$ cat src/rtl/imem_arb_pkg.sv
// Shared types and constants for the dual-PE instruction-fetch arbiter.
package imem_arb_pkg;

  localparam int unsigned PE_CNT     = 2;
  localparam int unsigned IMEM_DEPTH = 1024;
  localparam int unsigned IMEM_IDX_W = $clog2(IMEM_DEPTH);
  localparam int unsigned INSN_W     = 32;

  typedef logic pe_id_t;

  localparam pe_id_t PE0 = 1'b0;
  localparam pe_id_t PE1 = 1'b1;

  typedef struct packed {
    logic [INSN_W-1:0] data;
    logic              err;
  } fetch_resp_t;

endpackage

$ cat src/rtl/rr_arbiter2.sv
// Two-requester round-robin arbiter; the pointer names the PE that wins a tie
// and hands priority to the other PE after every grant.
module rr_arbiter2
  import imem_arb_pkg::*;
(
  input  logic       clk_i,
  input  logic       rst_ni,
  input  logic [1:0] req_i,
  output logic [1:0] gnt_o
);

  pe_id_t ptr_q, ptr_d;

  always_ff @(posedge clk_i or negedge rst_ni) begin
    if (!rst_ni) begin
      ptr_q <= PE0;
    end else begin
      ptr_q <= ptr_d;
    end
  end

  always_comb begin
    if (&req_i) begin
      gnt_o = (ptr_q == PE1) ? 2'b10 : 2'b01;
    end else begin
      gnt_o = req_i;
    end
  end

  always_comb begin
    ptr_d = ptr_q;
    if (gnt_o[0]) begin
      ptr_d = PE1;
    end else if (gnt_o[1]) begin
      ptr_d = PE0;
    end
  end

endmodule

$ cat src/rtl/imem_fetch_arbiter.sv
// Shares one synchronous instruction-memory read port between two PE fetch units,
// returning each word through a per-PE one-entry response buffer.
module imem_fetch_arbiter
  import imem_arb_pkg::*;
#(
  parameter int unsigned ADDR_W = 32,
  parameter int unsigned DATA_W = INSN_W,
  parameter int unsigned DEPTH  = IMEM_DEPTH
) (
  input  logic                     clk,
  input  logic                     rst,
  input  logic [1:0]               req_valid,
  input  logic [ADDR_W-1:0]        req_addr0,
  input  logic [ADDR_W-1:0]        req_addr1,
  output logic [1:0]               req_ready,
  output logic [1:0]               resp_valid,
  output logic [DATA_W-1:0]        resp_data0,
  output logic [DATA_W-1:0]        resp_data1,
  output logic [1:0]               resp_err,
  input  logic [1:0]               resp_ready,
  output logic                     mem_en,
  output logic [$clog2(DEPTH)-1:0] mem_addr,
  input  logic [DATA_W-1:0]        mem_rdata
);

  localparam int unsigned     IDX_W       = $clog2(DEPTH);
  localparam logic [ADDR_W-3:0] DEPTH_WORDS = (ADDR_W-2)'(DEPTH);

  logic [1:0]        resp_v_q, resp_v_d;
  logic [1:0]        resp_e_q, resp_e_d;
  logic [DATA_W-1:0] resp_dat_q [2];
  logic [DATA_W-1:0] resp_dat_d [2];

  logic   inflight_v_q, inflight_v_d;
  pe_id_t inflight_id_q, inflight_id_d;
  logic   inflight_err_q, inflight_err_d;

  logic [1:0]        eligible;
  logic [1:0]        gnt;
  logic [ADDR_W-1:0] gnt_addr;
  logic              gnt_fault;

  // A PE competes only with no fetch in flight and room in its buffer by next edge.
  always_comb begin
    eligible = '0;
    for (int unsigned i = 0; i < PE_CNT; i++) begin
      eligible[i] = rst & req_valid[i]
                  & !(inflight_v_q & (inflight_id_q == pe_id_t'(i)))
                  & (!resp_v_q[i] | resp_ready[i]);
    end
  end

  rr_arbiter2 u_arb (
    .clk_i  (clk),
    .rst_ni (rst),
    .req_i  (eligible),
    .gnt_o  (gnt)
  );

  always_comb begin
    gnt_addr  = gnt[1] ? req_addr1 : req_addr0;
    gnt_fault = (gnt_addr[1:0] != 2'b00) || (gnt_addr[ADDR_W-1:2] >= DEPTH_WORDS);
    req_ready = gnt;
    mem_en    = (|gnt) & !gnt_fault;
    mem_addr  = mem_en ? gnt_addr[2 +: IDX_W] : '0;
  end

  always_comb begin
    inflight_v_d   = |gnt;
    inflight_id_d  = gnt[1] ? PE1 : PE0;
    inflight_err_d = (|gnt) & gnt_fault;
  end

  // Writeback takes precedence over a pop so a same-cycle pop+fill keeps the new word.
  always_comb begin
    resp_v_d   = resp_v_q;
    resp_e_d   = resp_e_q;
    resp_dat_d = resp_dat_q;
    for (int unsigned i = 0; i < PE_CNT; i++) begin
      if (inflight_v_q && (inflight_id_q == pe_id_t'(i))) begin
        resp_v_d[i]   = 1'b1;
        resp_e_d[i]   = inflight_err_q;
        resp_dat_d[i] = inflight_err_q ? '0 : mem_rdata;
      end else if (resp_v_q[i] && resp_ready[i]) begin
        resp_v_d[i]   = 1'b0;
        resp_e_d[i]   = 1'b0;
        resp_dat_d[i] = '0;
      end
    end
  end

  always_ff @(posedge clk or negedge rst) begin
    if (!rst) begin
      inflight_v_q   <= 1'b0;
      inflight_id_q  <= PE0;
      inflight_err_q <= 1'b0;
      resp_v_q       <= '0;
      resp_e_q       <= '0;
      resp_dat_q     <= '{default: '0};
    end else begin
      inflight_v_q   <= inflight_v_d;
      inflight_id_q  <= inflight_id_d;
      inflight_err_q <= inflight_err_d;
      resp_v_q       <= resp_v_d;
      resp_e_q       <= resp_e_d;
      resp_dat_q     <= resp_dat_d;
    end
  end

  assign resp_valid = resp_v_q;
  assign resp_err   = resp_e_q;
  assign resp_data0 = resp_dat_q[0];
  assign resp_data1 = resp_dat_q[1];

endmodule

$ cat config.mk
export PLATFORM = sky130hd
export DESIGN_NAME = imem_fetch_arbiter
export DESIGN_NICKNAME = d
export VERILOG_FILES = /design/src/rtl/imem_arb_pkg.sv /design/src/rtl/rr_arbiter2.sv /design/src/rtl/imem_fetch_arbiter.sv
export SDC_FILE = /design/constraint.sdc
export NUM_CORES = 1
export LEC_CHECK = 0
export CAP_MARGIN = 20
export CORE_ASPECT_RATIO = 0.75
export CORE_UTILIZATION = 30
export CTS_BUF_LIST = sky130_fd_sc_hd__clkbuf_2 sky130_fd_sc_hd__clkbuf_4 sky130_fd_sc_hd__clkbuf_8
export DETAILED_ROUTE_END_ITERATION = 16
export HOLD_SLACK_MARGIN = 0.12
export PLACE_DENSITY = 0.7
export SLEW_MARGIN = 20
export SYNTH_ARGS = -nofsm -noshare
export SYNTH_HDL_FRONTEND = slang
export SYNTH_SLANG_ARGS = --single-unit
$ cat constraint.sdc
create_clock -name clk -period 1.7 [get_ports clk]
set_clock_uncertainty 0.05 [all_clocks]
set_input_delay 0.255 -clock clk [delete_from_list [all_inputs] [get_ports clk]]
set_output_delay 0.255 -clock clk [all_outputs]
set_load 0.02 [all_outputs]
==> flow_metrics.tcl <==
set metrics [dict create \
    overflow 0 \
    final_cell_area_um2 5570 \
    setup_ws_ns -0.514 \
    die-area_um2 10400 \
    cp.required_ns 1.39 \
    timing.fmax_ghz 0.452 \
    placed_area_um2 5180 \
    final.min_clock_period_ns 2.21 \
    dpl.hpwl_um 7570 \
    synth_seq_cells 72 \
    ioPinCount 183 \
    die_h_um 88.6 \
    drt-wirelength-per-cell_um 15.3 \
    arrival_ns 1.91 \
    io_buffers 182 \
    worst-setup-path-type "primary input to output port" \
    fin_nets 616 \
    grt_pass1_wl_um 15500 \
    power_frac_comb_pct 33.9 \
    area_growth_pct 85.7 \
    ys_types 30 \
    fin_util_pct 57.5 \
    cp-end-kind "output port" \
    grt_max_degree 50 \
    critPathMaxStageDelay_ns 0.41 \
    setup_viol 13 \
    start_util_pct 30.9 \
    cp_num_buf_inv 3 \
    critical_path.top_delay_family "buffers and inverters" \
    syn_area_per_cell_um2 9.81 \
    fin_hold_ws_ns 0.340 \
    cap_violations 0 \
    synth_top_family_by_area "compound AO/OA/AOI/OAI gates" \
    finalHoldViolations 0 \
    synth_ff_type "dfrtp_1" \
    detail-route-antenna-nets 0 \
    syn-num-nets 408 \
    fin_setup_tns_ns -5.67 \
    drc 0 \
    clk_latency_ns 0.33 \
    rsz0062_at_grt "true" \
    muxShareOfSynthArea_pct 0.334 \
    total_power_mw 5.83 \
    pwr-share-clk_pct 27.8 \
    outcome "complete, but fails checks" \
    powerDensity_nw_per_um2 1050 \
    worst_slew_pin_slew_ns 0.622 \
    relSlewSlack_pct 58.6 \
    synthTopCellsByArea "dfrtp_1 (60%), nand2_1 (13%), o21ai_0 (11%)" \
    synthAdderAreaFrac_pct 0 \
    place_ws_ns -1.07 \
    maxSlewViolCount 0 \
    synthArstFlopShare_pct 100 \
    seq_power_share_pct 38.4 \
    ys_warn_count 0 \
    worst_setup_path_start_kind "primary input" \
    synth_area_um2 3000 \
    clockBufferDepth 2 \
    dp_cells 626 \
    grt_pass1_vias 3096 \
    gp_congestion 0.728 \
    synth_edf_count 0 \
    cts_root_buffer "clkbuf_8" \
    drt_iter0_drc 147 \
    cts_tree "done" \
    crit_path_cell_trace "clkdlybuf4s50_1, nor4_1, nand4_1, a2111oi_4, buf_4, a32o_2, buf_6" \
    drt-pass1-iter-count 4 \
    layout-drive-gt1-share_pct 18.9 \
    ys_seq_area_share_pct 60.1 \
    die_width_um 117 \
    leakage_nw 2.45 \
    synth-compound-area-share_pct 17.9 \
    synth_top_area_share_pct 60.1 \
    diodes 0 \
    row_count 31 \
    cts_max_level 3 \
    routed_via_density 4.72 \
    synth_top_area_cell "dfrtp_1" \
    internal_power_mw 4.04 \
    clk_pin_slew_ns 0.07 \
    synth-simple-area-share_pct 17.9 \
    synth-xor-area-share_pct 0 \
    final.fill_count 824 \
    violations "setup timing" \
    sw_frac_of_total_pct 30.7 \
    power_switching_mw 1.79 \
    vdd_ir_drop_max_mv 0.413 \
    slowest_stage "clkdlybuf4s50_1" \
    hold_class "primary input to asynchronous set/reset pin" \
    cts_buffers 9 \
    antenna_found_initial 0 \
    drt-total-wl_um 9990 \
    post-route-period-util_pct 130 \
    final_cells 651 \
    vias 3073 \
    core_um2 9700 \
    clock-sinks 72 \
    grt_util_all_layers_pct 19.3 \
    crit_fanout 5 \
    syn_inst 306 \
]
-- worst paths after layout --
check	from	slack, ns	cells past startpoint	endpoint
max	req_addr0[22]	-0.51	7	mem_addr[8]
min	rst	0.34	2	inflight_v_q
max reg2reg	resp_valid[0]	0.22	6	inflight_err_q
min reg2reg	resp_data0[22]	0.43	2	resp_data0[22]
max in group asynchronous	rst	0.52	3	resp_valid[1]
min in group clk	resp_ready[1]	0.38	3	resp_valid[1]
-- cells in the mapped netlist, drive strengths merged, types with 2 or more instances --
master	number
nand2	103
a32o	10
inv	2
o21ai	67
buf	8
nand2b	2
clkbuf	13
nand4	4
dfrtp	72
nor4	9
-- kinds of logic (layout without fill, tap and decap cells) --
kind of cell | Yosys count | count (layout)
multiplexers | 1 | 1
flip-flops | 72 | 72
AND/OR/NAND/NOR | 124 | 124
buffers and inverters | 24 | 237
AO/OA/AOI/OAI | 85 | 85
-- sequential cells by signal, indices dropped and copies added (netlist names) --
| signal | count |
|---|---|
| inflight_err_q | 1 |
| inflight_id_q | 1 |
| inflight_v_q | 1 |
| resp_data0 | 32 |
| resp_data1 | 32 |
| resp_err | 2 |
| resp_valid | 2 |
| u_arb.ptr_q | 1 |
-- power by group through the flow --
stage | Clock [mW] | Combinational [mW] | Sequential [mW]
after floorplan | 0 | 0.397 | 2.64
after global placement | 0 | 1.93 | 2.25
final | 1.62 | 1.97 | 2.23
after CTS | 1.66 | 1.98 | 2.24
after global routing | 1.74 | 2.12 | 2.28
after detailed placement | 0 | 1.96 | 2.27
-- placed cells by master (no fill, tap or decap), types with 2 or more instances in the layout --
cell,Yosys,routed
buf_4,3,28
clkbuf_8,0,9
nand4_1,3,3
dlygate4sd3_1,0,2
clkbuf_4,0,2
nand2b_4,0,2
nor4_1,9,3
dfrtp_1,72,70
buf_12,0,3
nand2_2,1,2
dfrtp_2,0,2
o21ai_0,67,67
nor4_2,0,6
bufinv_16,0,3
clkdlybuf4s50_1,0,160
a32o_2,10,10
clkinv_4,0,2
buf_6,1,17
nand2_1,102,101
dlygate4sd2_1,0,8
-- metal layers --
metal,routed length (um),share of wire [%],global-route usage (%),vias up
met3,511,5.1,4.57,8
met2,5330,53,37.0,112
met4,78,0.78,4.90,0
met5,0,0,0,-
li1,-,-,-,1466
met1,4070,41,21.9,1487
-- what timing repair did --
action / CTS / global route
pin swaps: 9 / 4
endpoints found under the setup margin: 15 / 13
hold buffers: 2 / 0
gates resized for setup: 94 / 11
gates cloned: 1 / 0
buffers inserted: 5 / 2
hold endpoints to repair: 23 / 0
-- worst register-to-register path: stages, from the launching register on --
cell and delay (ns):
dfrtp_2 0.43, nand2b_4 0.09, buf_6 0.10, nand4_1 0.13
nor4b_2 0.19, buf_4 0.18, a221oi_1 0.21
-- final cells by class --
class                   instances  area (um2)  area share (%)
flip-flops and latches         72        1800            32.4
well taps                     132         165            2.96
multi-input cells             210        1190            21.3
repair buffers                218        2150            38.6
inverters                       3        16.3           0.292
clock buffers                  11         139            2.49
clock inverters                 5         106            1.91
Power figures use the tool's default switching activity.
==> RTL change 1, RTL diff (same flow settings) <==
Set the parameter `ADDR_W` to 64 (it was 32).
--- a/src/rtl/imem_fetch_arbiter.sv
+++ b/src/rtl/imem_fetch_arbiter.sv
@@ -3,7 +3,7 @@
 module imem_fetch_arbiter
   import imem_arb_pkg::*;
 #(
-  parameter int unsigned ADDR_W = 32,
+  parameter int unsigned ADDR_W = 64,
   parameter int unsigned DATA_W = INSN_W,
   parameter int unsigned DEPTH  = IMEM_DEPTH
 ) (
Ports: changed (resized req_addr0 and req_addr1); port bits go from 183 to 247. No check against the original RTL was run, so the function may have changed too.
==> RTL change 1 against the original RTL <==
  * Routed wire length rose by 37%
  * Area after synthesis rose by 7.0%
  * Power rose by 3.7%
  * Sequential cell count unchanged
  * Final area up 21%
  * Worst setup slack got worse by 0.36 ns
  * Maximum frequency is 14% lower
  * The flow still finishes with violations (setup timing)
  * Synthesized cell count decreased by 15%
==> RTL change 1: results <==
setup_path:
  cp_max_fo: 5
  rr_worst_depth: 7
drt:
  wl_mm: 13.7
  vias: 3544
  dr.pass1.iters: 5
  viasPerCell: 5.17
  drt_iter0_drc: 237
global_routing:
  overflow: 0
  grt_first_pass_wirelength_mm: 20.5
  globalRouteMet1Util: 0.321
  grt_pass1_vias: 3724
  use_met3: 0.101
  antenna_found_initial: 0
  grt_max_degree: 59
  grt_usage: 0.248
  met2_usage: 0.383
final_layout:
  antenna_cells: 0
  fill_cells: 790
  layout-drive-gt1-share: 0.224
  final_nets: 710
placement:
  hpwl_mm: 10.2
  portBuffers: 246
  gp_congestion: 0.965
  dp_cells: 648
logic_synthesis:
  syn_area_per_cell_sq_um: 12.4
  synthArstFlopShare: 1.00
  synthFlopType: "dfrtp_1"
  synthesis.nets: 425
  yosys_warnings: 0
  synth_cell_type_count: 31
  ys_seq_area_frac: 0.561
  synth_top_cells_by_area: "dfrtp_1 56%, a32o_1 17%, nor4_1 5.5%"
  ys_top_cells_by_count: "72 x dfrtp_1, 56 x a32o_1, 28 x nor4_1"
worst_hold_path:
  hp-class: "in2async"
timing:
  fin_ws_ns: -0.871
  max_slew_margin: 0.525
  setup_viol: 14
cts:
  cts-root-buf: "clkbuf_8"
  htreeDepth: 3
  cts_buffer_depth: 2
  insertion_delay_ns: 0.35
  numCtsBuffers: 9
  clkTransAtPathRegs_ns: 0.07
run_status:
  violations: "setup timing"
  status: "finished, violations left"
power:
  leakagePower_nw: 3.10
  ir_drop_mv: 0.655
[RTL change 1: cell count changes in the layout (fill, tap and decap cells not counted), sizes merged, moves of 4 or more]
| cell | change |
|---|---|
| nand2 | -85 |
| o21ai | -56 |
| a32o | +46 |
| clkdlybuf4s50 | +32 |
| dlymetal6s2s | +32 |
| nor4 | +27 |
| buf | +16 |
| mux2i | +11 |
| inv | +4 |
| nand3 | +4 |
[RTL change 1: area by class of cell]
type                       count  area share
multi-input combinational    159       0.227
sequential                    72       0.267
tap                          136      0.0252
inverter                       4     0.00222
clock inverter                 5      0.0117
timing repair buffer         298       0.446
clock buffer                  11      0.0215
[RTL change 1: cell families (layout without fill, tap and decap cells)]
family,Yosys count,after routing,synth area share
AO/OA/AOI/OAI,73,73,0.207
buffers and inverters,28,318,0.0401
AND/OR/NAND/NOR,73,73,0.149
multiplexers,13,13,0.0421
flip-flops,72,72,0.561
[RTL change 1: routing by layer]
metal | wire (microns) | part of all wire | vias to the layer above
li1 | - | - | 1625
met1 | 5570 | 0.41 | 1748
met2 | 6610 | 0.48 | 148
met3 | 1230 | 0.090 | 23
met4 | 261 | 0.019 | 0
met5 | 0 | 0 | -
[RTL change 1: critical path, cell delays in order]
cell and delay [ns]:
clkdlybuf4s50_1 0.52, nand2b_4 0.17, nand4_4 0.11, o21a_4 0.24
mux2_4 0.36, buf_4 0.15, buf_4 0.14, nor4_4 0.13
buf_4 0.18
[RTL change 1: per-stage QoR]
stage | instance area (sq um) | setup TNS, ns | hold WS [ns] | setup WS, ns
floorplan | 3340 | -3.34 | -0.0906 | -0.307
global placement | 6150 | -16.74 | 0.144 | -1.37
detailed placement | 6150 | -16.89 | 0.155 | -1.39
CTS | 6530 | -8.90 | 0.294 | -0.816
global route | 6760 | -11.05 | 0.287 | -0.961
finish | 6760 | -9.85 | 0.308 | -0.871
[RTL change 1: timing repair]
item                       4_1_cts  5_1_grt
gates cloned                     0        0
hold buffers                     2        0
hold endpoints to repair        72        0
setup endpoints to repair       16       70
setup buffers                   11        9
gates resized for setup         86       48
pin swaps                       13       17
[RTL change 1: final timing paths]
check	from	to	slack [ns]
max in group asynchronous	rst	resp_data1[6]	0.46
hold reg to reg	resp_data1[2]	resp_data1[2]	0.44
hold / removal	rst	inflight_err_q	0.31
setup reg to reg	inflight_v_q	inflight_err_q	-0.19
min in group clk	rst	u_arb.ptr_q	0.40
setup / recovery	resp_ready[0]	mem_addr[6]	-0.87
[RTL change 1: report_power, final]
group,leakage (nW),internal (W),total (W),switching (W)
registers,0.948,0.00204,0.00224,0.000198
clock network,0.117,0.000882,0.00151,0.000625
logic,2.03,0.00124,0.00230,0.00106
==> RTL change 2, RTL diff (same flow settings) <==
Without the edit above. Make the reset (`rst` and `rst_ni`) synchronous in 2 clocked blocks.
--- a/src/rtl/rr_arbiter2.sv
+++ b/src/rtl/rr_arbiter2.sv
@@ -11,7 +11,7 @@
 
   pe_id_t ptr_q, ptr_d;
 
-  always_ff @(posedge clk_i or negedge rst_ni) begin
+  always_ff @(posedge clk_i) begin
     if (!rst_ni) begin
       ptr_q <= PE0;
     end else begin
--- a/src/rtl/imem_fetch_arbiter.sv
+++ b/src/rtl/imem_fetch_arbiter.sv
@@ -89,7 +89,7 @@
     end
   end
 
-  always_ff @(posedge clk or negedge rst) begin
+  always_ff @(posedge clk) begin
     if (!rst) begin
       inflight_v_q   <= 1'b0;
       inflight_id_q  <= PE0;
Check against the original RTL: differs if rst is asserted again (counterexample within 4 cycles, from zero or initial values and one cycle with rst low); with rst held inactive, the same outputs for 10 cycles.
==> RTL change 2 against the original RTL <==
  * The flow still finishes with violations (setup timing)
  * Non-clock buffer count down 6
  * Routed wire length up 8.5%
  * Worst setup slack worse by 0.12 ns
  * Critical endpoint is now mem_addr[1]
  * Final cell count up 2.6%
  * Sequential cell count unchanged
  * Final area up 3.2%
  * Global-route usage up 1.0 points
  * Area after synthesis up 5.6%
Power is not compared: it rests on default switching activity, and its combinational part moved more than twofold at a synthesized area within 25%.
==> RTL change 2: results <==
run_status:
  status: "finished, violations left"
  violations: "setup timing"
final_layout:
  register_area_sq_um: 1440
  buf_share: 0.356
  final-clk-cell-share: 0.0440
  fill_cells: 932
  inverters: 21
  final_nets: 629
  multiInputGateArea_sq_um: 1760
  stdcell_count: 668
  layout-drive-gt1-share: 0.197
  area_growth_syn_to_layout_pct: 81.4
  multi_input_cells: 211
  buffers: 212
placement:
  dp_cells: 641
  hpwl_mm: 7.06
  place_worst_setup_slack_ns: -1.35
  gp_congestion: 0.749
  placed_area_sq_um: 5350
logic_synthesis:
  ys_seq_area_frac: 0.455
  ys_top_cells_by_count: "101 x nor2b_1, 72 x dfxtp_1, 67 x a22oi_1"
  synthMuxAreaShare: 0
  synthFlopType: "dfxtp_1"
  synth-compound-area-share: 0.235
  synthArstFlopShare: 0
  synth_cell_type_count: 27
  synth_top_cells_by_area: "dfxtp_1 45%, nor2b_1 20%, a22oi_1 16%"
  synthesis.nets: 434
  syn_area_sq_um: 3170
global_routing:
  grt_pass1_vias: 3355
  grt_first_pass_wirelength_mm: 17.3
  met2_usage: 0.325
  use_met3: 0.0578
  grt_usage: 0.203
  grt_max_degree: 70
  globalRouteMet1Util: 0.268
drt:
  drt_iter0_drc: 167
  dr.pass1.iters: 8
  viasPerCell: 4.77
  wl_mm: 10.8
setup_path:
  crit_path_max_incr_delay_ns: 0.45
  arrival_ns: 2.02
  timing.rr.end: "inflight_err_q"
  startpoint: "req_valid[0]"
  cp_max_fo: 6
  r2r-start: "resp_valid[0]"
  crit_path_end: "mem_addr[1]"
timing:
  worst_pin_slew_ns: 0.538
  tns_ns: -7.53
  fin_ws_ns: -0.629
  setup_viol: 14
cts:
  cts_resized: 124
  htreeDepth: 3
power:
  ir_drop_mv: 0.473
  leakagePower_nw: 2.09
[RTL change 2: tightest hold or removal path: stages]
cell	delay, ns
buf_2	0.11
nand2_1	0.07
or3_4	0.14
buf_4	0.12
a22oi_1	0.06
[RTL change 2: routing by layer]
layer,vias up,routed length (microns)
met5,-,0
met4,0,72
met3,8,566
met2,88,5260
met1,1528,4950
li1,1560,-
[RTL change 2: worst min-delay path by stage]
stage	to	slack [ns]	cells past startpoint
CTS	u_arb.ptr_q	0.39	5
detailed placement	resp_err[1]	0.46	2
global placement	resp_data1[4]	0.45	2
floorplan	inflight_v_q	0.41	2
global route	u_arb.ptr_q	0.42	5
finish	u_arb.ptr_q	0.43	5
[RTL change 2: power breakdown]
group | total (W) | internal (W) | switching (W)
clock | 0.00169 | 0.00102 | 0.000664
combinational | 0.000969 | 0.000506 | 0.000463
sequential | 0.00181 | 0.00176 | 0.0000447
